File: src/rtl/alu_exec_unit.sv
// RV32I/M integer execute unit: decodes the ALU class, registers the result
// behind a valid/ready handshake, and runs mul/div on a radix-2 iterative engine.
module alu_exec_unit #(
    parameter int XLEN      = 32,
    parameter bit EN_MULDIV = 1'b1
) (
    input  logic            clk,
    input  logic            rst_n,
    input  logic            in_valid,
    output logic            in_ready,
    input  logic            op5,
    input  logic [1:0]      alu_op,
    input  logic [2:0]      funct3,
    input  logic [6:0]      funct7,
    input  logic [XLEN-1:0] src_a,
    input  logic [XLEN-1:0] src_b,
    output logic            out_valid,
    input  logic            out_ready,
    output logic [XLEN-1:0] result,
    output logic            zero,
    output logic            br_taken,
    output logic            illegal,
    output logic            busy
);
    localparam int SW = $clog2(XLEN);
    localparam logic [SW-1:0] LAST = SW'(XLEN - 1);

    typedef enum logic {IDLE, ITER} state_t;

    state_t            state_q, state_d;
    logic [SW-1:0]     cnt_q, cnt_d;
    logic [2*XLEN-1:0] acc_q, acc_d;
    logic [XLEN-1:0]   opnd_q, opnd_d;
    logic [XLEN-1:0]   srca_q, srca_d;
    logic [2:0]        f3_q, f3_d;
    logic              neg_q, neg_d;
    logic              div0_q, div0_d;
    logic [XLEN-1:0]   result_q, result_d;
    logic              zero_q, zero_d;
    logic              br_q, br_d;
    logic              ill_q, ill_d;
    logic              ov_q, ov_d;

    logic [XLEN-1:0]   sc_res, diff;
    logic              sc_br, sc_ill, is_mop;
    logic [SW-1:0]     shamt;
    logic              accept, start_m;
    logic              sgn_a, sgn_b;
    logic [XLEN-1:0]   mag_a, mag_b;

    assign in_ready  = (state_q == IDLE) && (!ov_q || out_ready);
    assign accept    = in_valid && in_ready;
    assign start_m   = accept && is_mop && EN_MULDIV;
    assign out_valid = ov_q;
    assign result    = result_q;
    assign zero      = zero_q;
    assign br_taken  = br_q;
    assign illegal   = ill_q;
    assign busy      = (state_q == ITER);
    assign shamt     = src_b[SW-1:0];
    assign diff      = src_a - src_b;

    always_comb begin
        sc_res = '0;
        sc_br  = 1'b0;
        sc_ill = 1'b0;
        is_mop = 1'b0;
        unique case (alu_op)
            2'b00: sc_res = src_a + src_b;
            2'b01: begin
                sc_res = diff;
                unique case (funct3)
                    3'b000:  sc_br = (src_a == src_b);
                    3'b001:  sc_br = (src_a != src_b);
                    3'b100:  sc_br = ($signed(src_a) < $signed(src_b));
                    3'b101:  sc_br = ($signed(src_a) >= $signed(src_b));
                    3'b110:  sc_br = (src_a < src_b);
                    3'b111:  sc_br = (src_a >= src_b);
                    default: sc_ill = 1'b1;
                endcase
            end
            2'b10: begin
                if (op5 && funct7 == 7'b0000001) begin
                    is_mop = 1'b1;
                    sc_ill = !EN_MULDIV;
                end else begin
                    unique case (funct3)
                        3'b000: sc_res = (op5 && funct7[5]) ? diff
                                                            : src_a + src_b;
                        3'b001: sc_res = src_a << shamt;
                        3'b010: sc_res = {{(XLEN-1){1'b0}},
                                          $signed(src_a) < $signed(src_b)};
                        3'b011: sc_res = {{(XLEN-1){1'b0}}, src_a < src_b};
                        3'b100: sc_res = src_a ^ src_b;
                        3'b101: sc_res = funct7[5]
                                         ? $unsigned($signed(src_a) >>> shamt)
                                         : src_a >> shamt;
                        3'b110: sc_res = src_a | src_b;
                        default: sc_res = src_a & src_b;
                    endcase
                end
            end
            default: sc_res = src_b;
        endcase
    end

    // Engine works on magnitudes; sign is restored on the final step.
    assign sgn_a = src_a[XLEN-1] &&
                   (funct3 inside {3'b001, 3'b010, 3'b100, 3'b110});
    assign sgn_b = src_b[XLEN-1] && (funct3 inside {3'b001, 3'b100, 3'b110});
    assign mag_a = sgn_a ? -src_a : src_a;
    assign mag_b = sgn_b ? -src_b : src_b;

    logic [XLEN:0]     mul_sum, div_rs, div_df;
    logic [2*XLEN-1:0] mul_nxt, div_nxt, prod;
    logic [XLEN-1:0]   dv, m_res;

    always_comb begin
        mul_sum = {1'b0, acc_q[2*XLEN-1:XLEN]}
                + (acc_q[0] ? {1'b0, opnd_q} : '0);
        mul_nxt = {mul_sum, acc_q[XLEN-1:1]};
        div_rs  = {acc_q[2*XLEN-1:XLEN], acc_q[XLEN-1]};
        div_df  = div_rs - {1'b0, opnd_q};
        div_nxt = div_df[XLEN]
                ? {div_rs[XLEN-1:0], acc_q[XLEN-2:0], 1'b0}
                : {div_df[XLEN-1:0], acc_q[XLEN-2:0], 1'b1};
        prod    = neg_q ? -mul_nxt : mul_nxt;
        dv      = f3_q[1] ? div_nxt[2*XLEN-1:XLEN] : div_nxt[XLEN-1:0];
        if (!f3_q[2])
            m_res = (f3_q[1:0] == 2'b00) ? prod[XLEN-1:0]
                                         : prod[2*XLEN-1:XLEN];
        else if (div0_q)
            m_res = f3_q[1] ? srca_q : '1;
        else
            m_res = neg_q ? -dv : dv;
    end

    always_comb begin
        state_d  = state_q;
        cnt_d    = cnt_q;
        acc_d    = acc_q;
        opnd_d   = opnd_q;
        srca_d   = srca_q;
        f3_d     = f3_q;
        neg_d    = neg_q;
        div0_d   = div0_q;
        result_d = result_q;
        zero_d   = zero_q;
        br_d     = br_q;
        ill_d    = ill_q;
        ov_d     = ov_q && !out_ready;
        unique case (state_q)
            IDLE: begin
                if (start_m) begin
                    state_d = ITER;
                    cnt_d   = '0;
                    f3_d    = funct3;
                    acc_d   = {{XLEN{1'b0}}, funct3[2] ? mag_a : mag_b};
                    opnd_d  = funct3[2] ? mag_b : mag_a;
                    neg_d   = (funct3[2] && funct3[1]) ? sgn_a : sgn_a ^ sgn_b;
                    div0_d  = (src_b == '0);
                    srca_d  = src_a;
                    ov_d    = 1'b0;
                    br_d    = 1'b0;
                    ill_d   = 1'b0;
                end else if (accept) begin
                    result_d = sc_res;
                    zero_d   = (sc_res == '0);
                    br_d     = sc_br;
                    ill_d    = sc_ill;
                    ov_d     = 1'b1;
                end
            end
            default: begin
                acc_d = f3_q[2] ? div_nxt : mul_nxt;
                cnt_d = cnt_q + SW'(1);
                if (cnt_q == LAST) begin
                    state_d  = IDLE;
                    result_d = m_res;
                    zero_d   = (m_res == '0);
                    ov_d     = 1'b1;
                end
            end
        endcase
    end

    always_ff @(posedge clk or negedge rst_n) begin
        if (!rst_n) begin
            state_q  <= IDLE;
            cnt_q    <= '0;
            acc_q    <= '0;
            opnd_q   <= '0;
            srca_q   <= '0;
            f3_q     <= '0;
            neg_q    <= 1'b0;
            div0_q   <= 1'b0;
            result_q <= '0;
            zero_q   <= 1'b0;
            br_q     <= 1'b0;
            ill_q    <= 1'b0;
            ov_q     <= 1'b0;
        end else begin
            state_q  <= state_d;
            cnt_q    <= cnt_d;
            acc_q    <= acc_d;
            opnd_q   <= opnd_d;
            srca_q   <= srca_d;
            f3_q     <= f3_d;
            neg_q    <= neg_d;
            div0_q   <= div0_d;
            result_q <= result_d;
            zero_q   <= zero_d;
            br_q     <= br_d;
            ill_q    <= ill_d;
            ov_q     <= ov_d;
        end
    end
endmodule

File: config.mk
export PLATFORM = sky130hd
export DESIGN_NAME = alu_exec_unit
export DESIGN_NICKNAME = d
export VERILOG_FILES = /design/src/rtl/alu_exec_unit.sv
export SDC_FILE = /design/constraint.sdc
export NUM_CORES = 2
export LEC_CHECK = 0
export CAP_MARGIN = 25
export CORE_MARGIN = 3
export CORE_UTILIZATION = 35
export CTS_CLUSTER_DIAMETER = 150
export DETAILED_ROUTE_END_ITERATION = 7
export PLACE_DENSITY_LB_ADDON = 0.08
export SYNTH_ARGS = -nofsm -noshare
export SYNTH_HDL_FRONTEND = slang
export SYNTH_SLANG_ARGS = --single-unit
File: constraint.sdc
create_clock -name clk -period 8.4 [get_ports clk]
set_input_delay 0.84 -clock clk [delete_from_list [all_inputs] [get_ports clk]]
set_output_delay 0.84 -clock clk [all_outputs]
set_load 0.01 [all_outputs]
==> key figures <==
Routing
  • WL final: 153.5 mm
  • Antenna viol nets, final: 0
  • Via-per-instance ratio: 6.503
  • Initial drt markers: 4,021
  • DRC Markers: 0
  • Avg WL per Cell: 30.62 um
  • First-pass detailed-route iteration total: 6
  • Total number of vias: 32,606

Global routing
  • Pin count of the biggest net entering global routing: 98
  • Congestion Overflow GR: 0
  • GRT Util Overall: 34.96%
  • Vias in the first global route: 30,610
  • First-pass GRT wire length: 222.1 mm
  • Initial antenna violation count: 7

Final layout
  • Area of the multi-input gates: 0.02224 mm^2
  • Layout cell share with drive strength beyond 1: 8.152%
  • Synth-to-Final Area Change: 9.922%
  • Register area: 0.004389 mm^2
  • Final net count: 4,201
  • FILL cells: 8,594

STA
  • Fin. max-slew vios: 0
  • Fmax: 0.1300 GHz
  • Worst hold margin: 0.3495 ns
  • Worst Tran Pin Value: 1.155 ns
  • Final min period: 7.690 ns
  • Worst clock skew: 0.02152 ns
  • Final Cycle Share: 91.54%
  • TNS Setup: 0 ns
  • Final Setup Violations: 0
  • Hold Violations, Final: 0
  • RSZ-0062 raised after global routing: false
  • Max-Slew Margin vs Limit: 22.26%

Power
  • Static leakage: 0.01202 uW
  • Clk pwr share: 14.5%
  • Sequential power share: 21.9%
  • Net Switching: 3231 uW
  • Logic pwr share: 63.6%
  • Pint: 2697 uW
  • Pwr Density: 189.8 mW/mm^2
  • VDD IR-drop max: 0.0001528 V
  • Sw Share: 54.50%

Setup path
  • Crit-path slowest cell: nor4_1
  • Delay-heaviest family, CP: simple AND/OR/NAND/NOR gates
  • Reg2reg end: result[30]$_DFFE_PN0P_
  • Crit-path cells: ha_1, nand4_1, nor4_1, nand2_1, a221o_1, nand3_2, a21oi_1, a22oi_1, buf_4, ha_1, nand2_1, or3_1, nor2_1, o21ai_0, and3_1, or4b_1, or4_4, o41ai_2, xor2_1, a211oi_1, a2111oi_2, mux2_1, a21oi_1
  • R2R Setup Slk: 0.71 ns
  • Critical path launch point: acc_q[61]$_DFFE_PN0P_
  • WP data arrival: 8.06 ns
  • Worst EP required: 8.77 ns
  • Critical-path maximum fanout: 13
  • Crit path kind: reg -> reg
  • CP peak stage delay: 0.80 ns
  • RR Startpoint: acc_q[61]$_DFFE_PN0P_
  • Worst Reg-to-Reg Cells: 23
  • Critical Path Source Type: flop
  • Buf/Inv on CP: 1
  • CP Capture Type: flop

Clock network
  • CTS buffer count: 17
  • Max clock buf depth: 2
  • H-Tree Depth: 4
  • CTS Sinks: 175
  • CTS tree: yes
  • Clock latency on the worst-skew pair: 0.50 ns
  • Root Driver: clkbuf_16
  • CTS clk-pin slew, worst paths: 0.08 ns
  • Setup bufs post-CTS: 0
  • CTS resizes: 0
  • Post-cts hold buffer count: 0

Synthesis
  • Top cell type's share of synthesized area: 15.41%
  • Top post-synthesis cells by count: nand2_1 (434), o21ai_0 (412), nor2_1 (405), a21oi_1 (390), clkbuf_1 (279)
  • Number of flops mapped to enable cells by yosys: 0
  • Synth warnings: 0
  • Most frequent cell after synthesis: nand2_1
  • Top post-synthesis cells by area: dfrtp_1 (15%), ha_1 (7.4%), o21ai_0 (7.3%), a21oi_1 (6.9%), nand2_1 (5.7%)
  • Syn_nets: 4,273
  • Cell area after synthesis: 0.02842 mm^2
  • Post-synthesis sequential area ratio: 15.41%
  • Distinct cells, synth: 101
  • Yosys reg bits: 175
  • Largest area contributor in the netlist: dfrtp_1
  • Ys async rst share: 100.0%
  • Cells after Synth: 4,021
  • Syn avg cell area: 7.069 um^2
  • Most used DFF post-synth: dfrtp_1

Placed design
  • Dpl hpwl: 120.6 mm
  • IO buf count: 118
  • RD Place Congestion: 1.033

Min path
  • Worst Hold Class: in -> async

Run
  • Max_cap viols: 0

Die
  • Die Y: 291.0 um
  • # IOs: 119
  • Rows: 103
  • Core ar.: 0.07977 mm^2
  • Starting Density: 35.63%
  • Die area: 0.08467 mm^2
  • Die width: 291.0 um

Run status
  • Outcome: finished clean
-- stage by stage --
stage	instances	setup WS (ns)	utilization, %	instance area [um^2]	power, uW
finish	5014	0.7103	39.17	31250	5929
global route	5012	0.4728	39.16	31240	6251
CTS	5012	0.9731	39.16	31240	5841
detailed placement	4980	1.016	38.43	30660	4963
global placement	4977	1.054	38.37	30610	4993
floorplan	4021	1.721	-	28420	3550
-- cell type report --
cell class / count / area share [%]
multi-input cells: 3355 / 71.17
flip-flops and latches: 175 / 14.05
repair buffers: 244 / 6.824
well taps: 1050 / 4.205
inverters: 156 / 1.874
clock buffers: 17 / 1.362
clock inverters: 15 / 0.5006
diodes: 2 / 0.01602
-- layer usage --
metal / global-route usage (%) / share of wire (%) / vias to the layer above
li1: - / - / 14595
met1: 47.03 / 42 / 16003
met2: 56.11 / 45 / 1658
met3: 4.417 / 7.2 / 344
met4: 15.40 / 5.0 / 6
met5: 0 / 0.030 / -
-- worst reg2reg max path, stage by stage (launching register included) --
cell and delay (ns):
dfrtp_1 0.45, ha_1 0.45, nand4_1 0.22, nor4_1 0.81
nand2_1 0.29, a221o_1 0.42, nand3_2 0.27, a21oi_1 0.37
a22oi_1 0.28, buf_4 0.18, ha_1 0.23, nand2_1 0.08
or3_1 0.35, nor2_1 0.10, o21ai_0 0.08, and3_1 0.21
or4b_1 0.75, or4_4 0.63, o41ai_2 0.37, xor2_1 0.19
a211oi_1 0.10, a2111oi_2 0.47, mux2_1 0.21, a21oi_1 0.06
-- worst max path at each step --
stage / to / cells after the start
final: result[30]$_DFFE_PN0P_ / 23
after global routing: result[30]$_DFFE_PN0P_ / 23
after CTS: result[30]$_DFFE_PN0P_ / 23
after detailed placement: result[30]$_DFFE_PN0P_ / 23
after global placement: result[30]$_DFFE_PN0P_ / 23
after floorplan: result[30]$_DFFE_PN0P_ / 22
-- logic make-up after synthesis --
group                      share of synthesized area (%)
AOI/OAI and AO/OA                                  31.71
DFF                                                15.41
xor gates and xnor gates                           7.395
buffers and inverters                              6.572
muxes                                              9.803
adders and majority gates                          7.633
and+or+nand+nor                                    21.48
-- power by group through the flow --
stage / clock network [uW] / registers [uW] / logic [uW]
after global placement: 0 / 1300 / 3690
after CTS: 873 / 1290 / 3680
final: 861 / 1300 / 3770
after floorplan: 0 / 1130 / 2420
after detailed placement: 0 / 1310 / 3660
after global routing: 901 / 1320 / 4030
-- flip-flops by register name, indices dropped and copies added, names as in the netlist --
name,count
zero,1
neg_q,1
acc_q,64
busy,1
opnd_q,32
div0_q,1
result,32
out_valid,1
srca_q,32
br_taken,1
f3_q,3
cnt_q,5
illegal,1
-- cells in the final DEF (no fill, tap or decap), types with 22 or more instances in the layout --
master and instances:
xor2_1 57, nand2b_1 28, o21ai_0 412, mux4_2 62, o211ai_1 54, inv_1 146, nor2b_1 22, or3_1 38
nor3_1 83, a21oi_1 389, o21bai_1 27, mux2_2 22, nand3_1 82, nor4_1 38, nand2_1 433, o221ai_1 36
ha_1 167, buf_4 127, a211oi_1 76, o21a_1 23, xnor2_1 183, nor2_1 403, a21o_1 46, a31oi_1 44
clkdlybuf4s50_1 111, nand4_1 40, and2_1 51, dfrtp_1 171, mux2i_1 113, o22ai_1 25, o31ai_1 39
Power figures use the tool's default switching activity.
